[config.mk]
export PLATFORM = sky130hd
export DESIGN_NAME = seq_event_logger
export DESIGN_NICKNAME = d
export VERILOG_FILES = /design/src/rtl/seq_det_pkg.sv /design/src/rtl/seq_evt_fifo.sv /design/src/rtl/seq_event_logger.sv
export SDC_FILE = /design/constraint.sdc
export NUM_CORES = 1
export LEC_CHECK = 0
export BUFFER_PORTS_ARGS = -buffer_cell sky130_fd_sc_hd__buf_2
export CAP_MARGIN = 20
export CORE_ASPECT_RATIO = 1.1
export CORE_MARGIN = 5
export CORE_UTILIZATION = 45
export CTS_CLUSTER_DIAMETER = 100
export DETAILED_ROUTE_END_ITERATION = 8
export GPL_TIMING_DRIVEN = 0
export PLACE_DENSITY = 0.77
export SETUP_SLACK_MARGIN = 0.15
export SYNTH_ARGS = -nofsm -noshare
export SYNTH_HDL_FRONTEND = slang
export SYNTH_SLANG_ARGS = --single-unit
[constraint.sdc]
create_clock -name clk -period 2.8 [get_ports clk]
set_input_delay 0.7 -clock clk [delete_from_list [all_inputs] [get_ports clk]]
set_output_delay 0.7 -clock clk [all_outputs]
set_load 0.05 [all_outputs]
[src/rtl/seq_det_pkg.sv]
// seq_det_pkg
// Shared definitions for the two-pattern sequence detector and its event
// logger: event-type encoding, the detector's pattern names and the width
// of one logged record ({type, timestamp}).
package seq_det_pkg;

  // Event types carried in a logged record. 2'b00 is never emitted.
  localparam logic [1:0] EVT_0110 = 2'b01;
  localparam logic [1:0] EVT_0111 = 2'b10;
  localparam logic [1:0] EVT_BOTH = 2'b11;

  // Pattern names used by the detector; values line up with the event types.
  typedef enum logic [1:0] {
    PAT_NONE = 2'b00,
    PAT_0110 = 2'b01,
    PAT_0111 = 2'b10
  } pattern_e;

  // Width of one record: 2-bit type followed by the timestamp.
  function automatic int rec_width(input int ts_w);
    return 2 + ts_w;
  endfunction

endpackage

[src/rtl/seq_evt_fifo.sv]
// seq_evt_fifo
// Synchronous show-ahead FIFO. dout always shows the entry at the read
// pointer; it is meaningful only while empty is low.
// Ports:
//   clk, reset   : clock, asynchronous active-high reset
//   push, din    : write request and data; accepted when not full, or when
//                  a pop in the same cycle frees a slot
//   pop          : remove head; ignored while empty
//   dout         : head entry
//   full, empty  : occupancy flags
module seq_evt_fifo #(
  parameter int WIDTH = 10,
  parameter int DEPTH = 4
) (
  input  logic             clk,
  input  logic             reset,
  input  logic             push,
  input  logic             pop,
  input  logic [WIDTH-1:0] din,
  output logic [WIDTH-1:0] dout,
  output logic             full,
  output logic             empty
);

  localparam int AW = $clog2(DEPTH);
  localparam int PW = AW + 1;

  // Pointers carry one extra wrap bit: equal pointers mean empty, equal
  // index with differing wrap bits means full.
  logic [PW-1:0]    wr_ptr_q, wr_ptr_d;
  logic [PW-1:0]    rd_ptr_q, rd_ptr_d;
  logic [WIDTH-1:0] mem_q [DEPTH];
  logic [WIDTH-1:0] mem_d [DEPTH];
  logic             do_push;
  logic             do_pop;

  assign empty   = (wr_ptr_q == rd_ptr_q);
  assign full    = (wr_ptr_q[AW] != rd_ptr_q[AW]) &&
                   (wr_ptr_q[AW-1:0] == rd_ptr_q[AW-1:0]);
  assign do_pop  = pop && !empty;
  assign do_push = push && (!full || do_pop);
  assign dout    = mem_q[rd_ptr_q[AW-1:0]];

  always_comb begin
    mem_d    = mem_q;
    wr_ptr_d = wr_ptr_q;
    rd_ptr_d = rd_ptr_q;
    if (do_push) begin
      mem_d[wr_ptr_q[AW-1:0]] = din;
      wr_ptr_d                = wr_ptr_q + PW'(1);
    end
    if (do_pop) begin
      rd_ptr_d = rd_ptr_q + PW'(1);
    end
  end

  // Storage is reset too so the head reads as zero straight out of reset.
  always_ff @(posedge clk or posedge reset) begin
    if (reset) begin
      wr_ptr_q <= '0;
      rd_ptr_q <= '0;
      for (int i = 0; i < DEPTH; i++) begin
        mem_q[i] <= '0;
      end
    end else begin
      wr_ptr_q <= wr_ptr_d;
      rd_ptr_q <= rd_ptr_d;
      mem_q    <= mem_d;
    end
  end

endmodule

[src/rtl/seq_event_logger.sv]
// seq_event_logger
// Turns single-cycle detector pulses into timestamped event records,
// buffers them in a show-ahead FIFO and keeps saturating hit/drop counters.
// Ports:
//   clk, reset                   : clock, asynchronous active-high reset
//   detected_0110, detected_0111 : detector pulses (one record per high cycle)
//   clr_counts                   : synchronous clear of counters and overflow
//   ev_valid, ev_ready           : record output handshake
//   ev_type, ev_ts               : head record payload
//   cnt_0110, cnt_0111, cnt_drop : saturating counters
//   overflow                     : sticky, set on the first dropped record
//
// Handshake: a record transfers at a rising edge where ev_valid && ev_ready.
// While ev_valid is high and ev_ready low, ev_type/ev_ts hold steady;
// ev_ready while ev_valid is low has no effect.
module seq_event_logger
  import seq_det_pkg::*;
#(
  parameter int DEPTH = 4,
  parameter int TS_W  = 8,
  parameter int CNT_W = 8
) (
  input  logic             clk,
  input  logic             reset,
  input  logic             detected_0110,
  input  logic             detected_0111,
  input  logic             clr_counts,
  output logic             ev_valid,
  input  logic             ev_ready,
  output logic [1:0]       ev_type,
  output logic [TS_W-1:0]  ev_ts,
  output logic [CNT_W-1:0] cnt_0110,
  output logic [CNT_W-1:0] cnt_0111,
  output logic [CNT_W-1:0] cnt_drop,
  output logic             overflow
);

  localparam int REC_W = rec_width(TS_W);

  logic [TS_W-1:0]  ts_q, ts_d;
  logic [CNT_W-1:0] cnt_0110_q, cnt_0110_d;
  logic [CNT_W-1:0] cnt_0111_q, cnt_0111_d;
  logic [CNT_W-1:0] cnt_drop_q, cnt_drop_d;
  logic             overflow_q, overflow_d;

  logic             any_hit;
  logic [1:0]       evt_type;
  logic             do_pop;
  logic             fifo_push;
  logic             drop;
  logic             fifo_full;
  logic             fifo_empty;
  logic [REC_W-1:0] fifo_dout;

  assign any_hit = detected_0110 || detected_0111;

  always_comb begin
    evt_type = EVT_0110;
    case ({detected_0111, detected_0110})
      2'b01:   evt_type = EVT_0110;
      2'b10:   evt_type = EVT_0111;
      2'b11:   evt_type = EVT_BOTH;
      default: evt_type = EVT_0110;  // no push happens in this case
    endcase
  end

  assign ev_valid  = !fifo_empty;
  assign do_pop    = ev_valid && ev_ready;
  // A pop in the same cycle frees the slot, so a full FIFO only drops
  // when nothing leaves.
  assign fifo_push = any_hit && (!fifo_full || do_pop);
  assign drop      = any_hit && fifo_full && !do_pop;

  seq_evt_fifo #(
    .WIDTH (REC_W),
    .DEPTH (DEPTH)
  ) u_fifo (
    .clk   (clk),
    .reset (reset),
    .push  (fifo_push),
    .pop   (do_pop),
    .din   ({evt_type, ts_q}),
    .dout  (fifo_dout),
    .full  (fifo_full),
    .empty (fifo_empty)
  );

  assign ev_type  = fifo_dout[REC_W-1 -: 2];
  assign ev_ts    = fifo_dout[TS_W-1:0];
  assign cnt_0110 = cnt_0110_q;
  assign cnt_0111 = cnt_0111_q;
  assign cnt_drop = cnt_drop_q;
  assign overflow = overflow_q;

  // Hit counters count detections, stored or not. Clear wins over an
  // increment in the same cycle.
  always_comb begin
    ts_d       = ts_q + TS_W'(1);
    cnt_0110_d = cnt_0110_q;
    cnt_0111_d = cnt_0111_q;
    cnt_drop_d = cnt_drop_q;
    overflow_d = overflow_q;
    if (clr_counts) begin
      cnt_0110_d = '0;
      cnt_0111_d = '0;
      cnt_drop_d = '0;
      overflow_d = 1'b0;
    end else begin
      if (detected_0110 && (cnt_0110_q != '1)) cnt_0110_d = cnt_0110_q + CNT_W'(1);
      if (detected_0111 && (cnt_0111_q != '1)) cnt_0111_d = cnt_0111_q + CNT_W'(1);
      if (drop && (cnt_drop_q != '1))          cnt_drop_d = cnt_drop_q + CNT_W'(1);
      if (drop)                                overflow_d = 1'b1;
    end
  end

  always_ff @(posedge clk or posedge reset) begin
    if (reset) begin
      ts_q       <= '0;
      cnt_0110_q <= '0;
      cnt_0111_q <= '0;
      cnt_drop_q <= '0;
      overflow_q <= 1'b0;
    end else begin
      ts_q       <= ts_d;
      cnt_0110_q <= cnt_0110_d;
      cnt_0111_q <= cnt_0111_d;
      cnt_drop_q <= cnt_drop_d;
      overflow_q <= overflow_d;
    end
  end

endmodule

==> results of run 1 <==
-- kinds of logic after synthesis --
logic type                 after synthesis  synth area share [%]
adders and majority gates                9                  3.01
and+or+nand+nor                         80                  12.6
AOI/OAI and AO/OA                       39                  7.15
xor gates and xnor gates                22                  5.75
buffers and inverters                   16                  1.97
DFF                                     79                  52.8
muxes                                   46                  16.7
-- power groups by stage --
stage	logic [W]	registers, W	clock network [W]
4_1_cts	0.00184	0.00160	0.000868
2_1_floorplan	0.00142	0.00162	0
5_1_grt	0.00195	0.00164	0.000921
3_5_place_dp	0.00182	0.00162	0
3_3_place_gp	0.00178	0.00160	0
6_report	0.00183	0.00161	0.000852
-- layout by cell type (no fill, tap or decap), types with 3 or more instances in the layout --
master | netlist | layout
mux4_2 | 10 | 10
a22o_1 | 4 | 4
o2111ai_1 | 4 | 4
ha_1 | 9 | 9
nor3_1 | 3 | 3
mux2_2 | 33 | 33
a21oi_1 | 10 | 10
mux2i_1 | 3 | 3
nand3_1 | 14 | 14
inv_1 | 5 | 4
xor2_1 | 11 | 11
or4_1 | 4 | 4
a32o_1 | 4 | 4
nand2_1 | 6 | 6
and3_1 | 5 | 5
and2_1 | 5 | 5
o31ai_1 | 4 | 4
o21ai_0 | 7 | 7
dfrtp_1 | 79 | 79
nor2_1 | 19 | 19
nand4_1 | 9 | 9
clkbuf_1 | 3 | 4
nand3_2 | 4 | 4
clkbuf_8 | 0 | 9
o211ai_1 | 3 | 3
xnor2_1 | 8 | 8
buf_2 | 5 | 43
clkinvlp_4 | 0 | 3
buf_6 | 1 | 3
-- layout make-up --
cell class,count,area (sq um),area share (%)
Timing Repair Buffer,40,215,4.99
Clock buffer,10,128,2.96
Multi-Input combinational cell,196,1690,39.3
Tap cell,111,139,3.22
Clock inverter,6,67.6,1.57
Buffer,11,68.8,1.60
Sequential cell,79,1980,45.9
Inverter,5,22.5,0.522
-- metrics by stage --
step / instances / power, W / area [sq um] / setup WS [ns] / hold WS (ns)
finish: 458 / 0.00428 / 4310 / 0.261 / 0.490
global route: 458 / 0.00451 / 4310 / 0.190 / 0.523
CTS: 458 / 0.00431 / 4300 / 0.173 / 0.500
detailed placement: 442 / 0.00345 / 4100 / 0.167 / 0.479
global placement: 441 / 0.00338 / 4080 / 0.229 / 0.470
floorplan: 291 / 0.00305 / 3750 / 0.592 / 0.461
-- path summary, 6_finish.rpt --
kind	endpoint	slack, ns	depth (start not counted)
max	ev_ts[1]	0.26	3
min	overflow	0.49	2
max reg2reg	cnt_drop[4]	0.99	5
min reg2reg	overflow	0.49	2
max in group asynchronous	u_fifo.wr_ptr_q[0]	1.63	3
min in group asynchronous	cnt_0110[5]	0.50	2
-- sequential cells by signal, summed over array words and instances (netlist names) --
register / cells
u_fifo.mem_q: 40
cnt_0110: 8
cnt_0111: 8
cnt_drop: 8
ts_q: 8
u_fifo.rd_ptr_q: 3
u_fifo.wr_ptr_q: 3
overflow: 1
-- metal layers --
metal  global-route usage [%]  vias up  part of all wire (%)
met3                     4.04       10                   4.1
met1                     19.6     1312                    45
li1                         -     1187                     -
met5                        0        -                     0
met2                     25.0       50                    49
met4                     5.92        0                   1.5
-- worst reg2reg max path: stages, from the launching register on --
cell	delay, ns
dfrtp_1	0.43
ha_1	0.27
nand3_1	0.14
o21ai_0	0.22
or4_1	0.53
a21oi_1	0.15
==> impl_metrics.toml, run 1 <==
[power]
p_int_w = 0.00258
sequentialPowerShare_pct = 37.5
netSwitchingPower_w = 0.00171
ir_drop_v = 0.000675
swShare_pct = 39.9
clkPwrFrac_pct = 19.9
power.density_nw_per_um2 = 994
cellLeakagePower_nw = 1.93
p_comb_share_pct = 42.6

[worst_setup_path]
worst_ep_required_time_ns = 2.10
path_buf_inv = 2
cp_slowest_cell = "mux4_2"
critPathMaxStageDelay_ns = 0.53
worstPathArrival_ns = 1.84
critical_path.top_delay_family = "multiplexers"
timing.rr.start = "cnt_drop[0]"
worstSetupStartpoint = "u_fifo.rd_ptr_q[0]"
worstPathCellList = "buf_6 > mux4_2 > buf_2"
critPathMaxFanout = 10
start_kind = "flop"
cp-end-kind = "primary output"
criticalPathCategory = "reg2out"

[timing]
final_hold_viol_count = 0
rsz0062_at_grt = "false"
final-setup-viol-count = 0
maxSlewViolCount = 0
worst_pin_slew_ns = 0.830
period_share_pct = 90.7
finalSetupTns_ns = 0
layout_min_cycle_time_ns = 2.54
slew-limit-headroom_pct = 44.5
finalClockSkew_ns = 0.0136
fmax_ghz = 0.394

[clock_network]
cts-root-buf = "clkbuf_8"
post_cts_buffers = 0
cts_buffers = 9
clock-sinks = 79
clock_path_buffers = 2
cts_hold_buffers = 0
cts.clk_slew.worst_paths_ns = 0.08
cts_resized = 3
tritoncts = "built"
htreeDepth = 3
clk_latency_ns = 0.35

[yosys]
synthTopCellsByArea = "dfrtp_1 53%, mux2_2 9.9%, mux4_2 6.0%, ha_1 3.0%, xor2_1 2.6%"
synth_warnings = 0
synth.most_common_cell = "dfrtp_1"
synth-seq-cells = 79
netlist.area_leader.share_pct = 52.8
avgSynthCellArea_sq_um = 12.9
synth_edf_count = 0
synth-async-reset-ratio_pct = 100
ys.flop_type = "dfrtp_1"
seq_area_frac_synth_pct = 52.8
synth_commonest_cells = "79 x dfrtp_1, 33 x mux2_2, 19 x nor2_1"
syn_nets = 306
ys_types = 41
synthCells = 291
synth_top_area_cell = "dfrtp_1"
syn_area_sq_um = 3740

[layout]
area_growth_pct = 15.1
nNetsFinal = 357
post-route-util_pct = 52.4
antennaDiodeCount = 0
drive_gt1_share_pct = 33.7
n_fill_cell = 736

[routing]
antenna_left = 0
vias = 2559
first_pass_iters = 4
drtIter0Drc = 120
drc = 0
wl_um = 7480
via_per_inst = 5.59
post_drt_wl_per_cell_um = 16.3

[floorplanning]
die_h_um = 106
dieArea_sq_um = 10200
num_rows = 35
initial_utilization_pct = 45.5
coreArea_sq_um = 8230
fp.dieW_um = 97.0
io_pins = 42

[min_path]
hold_class = "reg2reg"
hold_start = "overflow"

[global_route]
grt_pass1_wl_um = 12700
grt_util_all_layers_pct = 15.3
grt_max_degree = 43
grt-ovfl-total = 0
antenna_found_initial = 0
first_global_vias = 2638

[placement]
portBuffers = 39
routabilityCongestion = 0.824
hpwl_um = 5130

[job]
maxCapViolations = 0

[run_status]
status = "finished, final reports clean"
(Power assumes the default switching activity.)
==> run 2: changes to the inputs <==
--- a/config.mk
+++ b/config.mk
@@ -13,8 +13,10 @@
 export CTS_CLUSTER_DIAMETER = 100
 export DETAILED_ROUTE_END_ITERATION = 8
 export GPL_TIMING_DRIVEN = 0
+export HOLD_SLACK_MARGIN = 0.08
 export PLACE_DENSITY = 0.77
 export SETUP_SLACK_MARGIN = 0.15
 export SYNTH_ARGS = -nofsm -noshare
 export SYNTH_HDL_FRONTEND = slang
+export SYNTH_HIERARCHICAL = 1
 export SYNTH_SLANG_ARGS = --single-unit
==> impl_metrics.toml, run 2 <==
[run_status]
status = "finished, final reports clean"

[clock_network]
clock-sinks = 79
cts-root-buf = "clkbuf_8"
tritoncts = "built"
cts_buffers = 9
htreeDepth = 3
clk_latency_ns = 0.35
cts.clk_slew.worst_paths_ns = 0.08
clock_path_buffers = 2

[power]
netSwitchingPower_w = 0.00195
power.density_nw_per_um2 = 1070
p_int_w = 0.00302
sequentialPowerShare_pct = 32.9
cellLeakagePower_nw = 2.04
p_comb_share_pct = 47.3
finalPower_w = 0.00497
ir_drop_v = 0.000771
swShare_pct = 39.2
clkPwrFrac_pct = 19.8

[placement]
portBuffers = 39
routabilityCongestion = 0.775
hpwl_um = 5330

[timing]
rsz0062_at_grt = "true"
final_hold_viol_count = 0
final-setup-viol-count = 0
layout_min_cycle_time_ns = 2.62
period_share_pct = 93.6
worst_pin_slew_ns = 0.945
finalSetupTns_ns = 0
fmax_ghz = 0.382
finalClockSkew_ns = 0.0120
maxSlewViolCount = 0
slew-limit-headroom_pct = 36.9

[routing]
antenna_left = 0
drtIter0Drc = 96
via_per_inst = 5.50
wl_um = 7940
vias = 2652
drc = 0
first_pass_iters = 5
post_drt_wl_per_cell_um = 16.5

[global_route]
grt-ovfl-total = 0
first_global_vias = 2670
grt_util_all_layers_pct = 16.1
grt_max_degree = 47
grt_pass1_wl_um = 13600
antenna_found_initial = 0

[floorplanning]
die_h_um = 107
coreArea_sq_um = 8360
dieArea_sq_um = 10500
num_rows = 35
initial_utilization_pct = 46.1
fp.dieW_um = 98.3
io_pins = 42

[yosys]
syn_area_sq_um = 3850
synth-seq-cells = 79
synth_edf_count = 0
ys.flop_type = "dfrtp_1"
avgSynthCellArea_sq_um = 12.8
synthCells = 302
synth_commonest_cells = "79 x dfrtp_1, 33 x mux2_2, 16 x a21oi_1"
seq_area_frac_synth_pct = 51.3
synth.most_common_cell = "dfrtp_1"
synth_top_area_cell = "dfrtp_1"
synth_warnings = 6
syn_nets = 317
synthTopCellsByArea = "dfrtp_1 51%, mux2_2 9.6%, mux4_2 5.8%, xnor2_1 3.0%, ha_1 2.9%"
netlist.area_leader.share_pct = 51.3
synth-async-reset-ratio_pct = 100
ys_types = 47

[min_path]
hold_class = "reg2reg"

[layout]
drive_gt1_share_pct = 37.5
area_growth_pct = 20.3
final_common_cell = "dfrtp_1"
nNetsFinal = 381
largest_register_ffs = 40
antennaDiodeCount = 0
n_fill_cell = 716
layout_common_cells = "75 x dfrtp_1, 40 x buf_2, 33 x mux2_2"
top_register = "u_fifo/mem_q"
post-route-util_pct = 55.4

[worst_setup_path]
worstPathArrival_ns = 1.92
start_kind = "flop"
critPathMaxFanout = 10
cp-end-kind = "primary output"
criticalPathCategory = "reg2out"
worst_ep_required_time_ns = 2.10

[job]
maxCapViolations = 0
run 2: changes by cell type in the layout (fill, tap and decap cells not counted), moves of 5 or more:
cell	before	now
buf_4	0	14
inv_1	4	11
mux2_1	0	9
nand2_1	6	11
nand3_1	14	9
nand4_1	9	4
nor2_1	19	14
xnor2_1	8	13
xor2_1	11	4
run 2: repair_timing:
item	in CTS	in global routing
setup buffers	7	5
resized for setup	16	3
endpoints found under the setup margin	52	42
hold buffers	0	0
hold endpoints to repair	0	0
pin swaps	5	2
gates cloned	1	0
run 2: metrics by stage:
step                      cells  setup slack, ns  hold WS [ns]  area (sq um)
after detailed placement    453           -0.213         0.484          4210
after CTS                   477            0.164         0.501          4590
final                       482            0.180         0.499          4640
after global routing        482            0.105         0.519          4640
after floorplan             302            0.177         0.459          3860
after global placement      452           -0.192         0.470          4190
run 2: power by group through the flow:
stage                     combinational [W]  sequential (W)  clock (W)
after global placement              0.00197         0.00161          0
after global routing                0.00253         0.00167    0.00105
after detailed placement            0.00203         0.00164          0
final                               0.00235         0.00164   0.000985
after floorplan                     0.00160         0.00164          0
after CTS                           0.00224         0.00164    0.00101
run 2: layout make-up:
type                            instances  area [sq um]  share of cell area [%]
Buffer                                 12          61.3                    1.32
Clock buffer                           12           165                    3.56
Clock inverter                          4          76.3                    1.65
Inverter                               12          45.0                   0.971
Multi-Input combinational cell        199          1840                    39.6
Sequential cell                        79          1980                    42.7
Tap cell                              111           139                    3.00
Timing Repair Buffer                   53           333                    7.18
run 2: cell families (layout without fill, tap and decap cells):
kind of cell,after synthesis,in the layout,synth area share (%)
flip-flops,79,79,51.3
AND/OR/NAND/NOR,72,72,10.2
multiplexers,55,55,18.9
AO/OA/AOI/OAI,43,43,9.06
buffers and inverters,24,93,2.50
XOR/XNOR,20,20,5.13
adder cells (fa/ha/maj),9,9,2.92
run 2: worst max-delay path, cell delays in order, from the launching register on:
cell,delay (ns)
dfrtp_2,0.43
buf_4,0.15
buf_4,0.23
mux4_2,0.54
buf_2,0.23
run 2: path summary, 6_finish.rpt:
check / start / endpoint / slack [ns] / depth (start not counted)
setup / recovery: u_fifo/rd_ptr_q[0] / ev_ts[4] / 0.18 / 4
hold / removal: u_fifo/mem_q[6] / u_fifo/mem_q[6] / 0.50 / 1
setup reg to reg: u_fifo/wr_ptr_q[1] / cnt_drop[5] / 0.26 / 8
hold reg to reg: u_fifo/mem_q[6] / u_fifo/mem_q[6] / 0.50 / 1
max in group asynchronous: reset / u_fifo/rd_ptr_q[0] / 1.58 / 2
min in group asynchronous: reset / ts_q[5] / 0.54 / 2
run 2: routing by layer:
| layer | share of wire, % | vias to the layer above | GRT usage (%) | wire length, um |
|---|---|---|---|---|
| met5 | 0 | - | 0 | 0 |
| met4 | 1.4 | 0 | 6.15 | 110 |
| met3 | 4.9 | 16 | 3.19 | 391 |
| met2 | 51 | 69 | 27.3 | 4040 |
| met1 | 43 | 1335 | 20.3 | 3400 |
| li1 | - | 1232 | - | - |
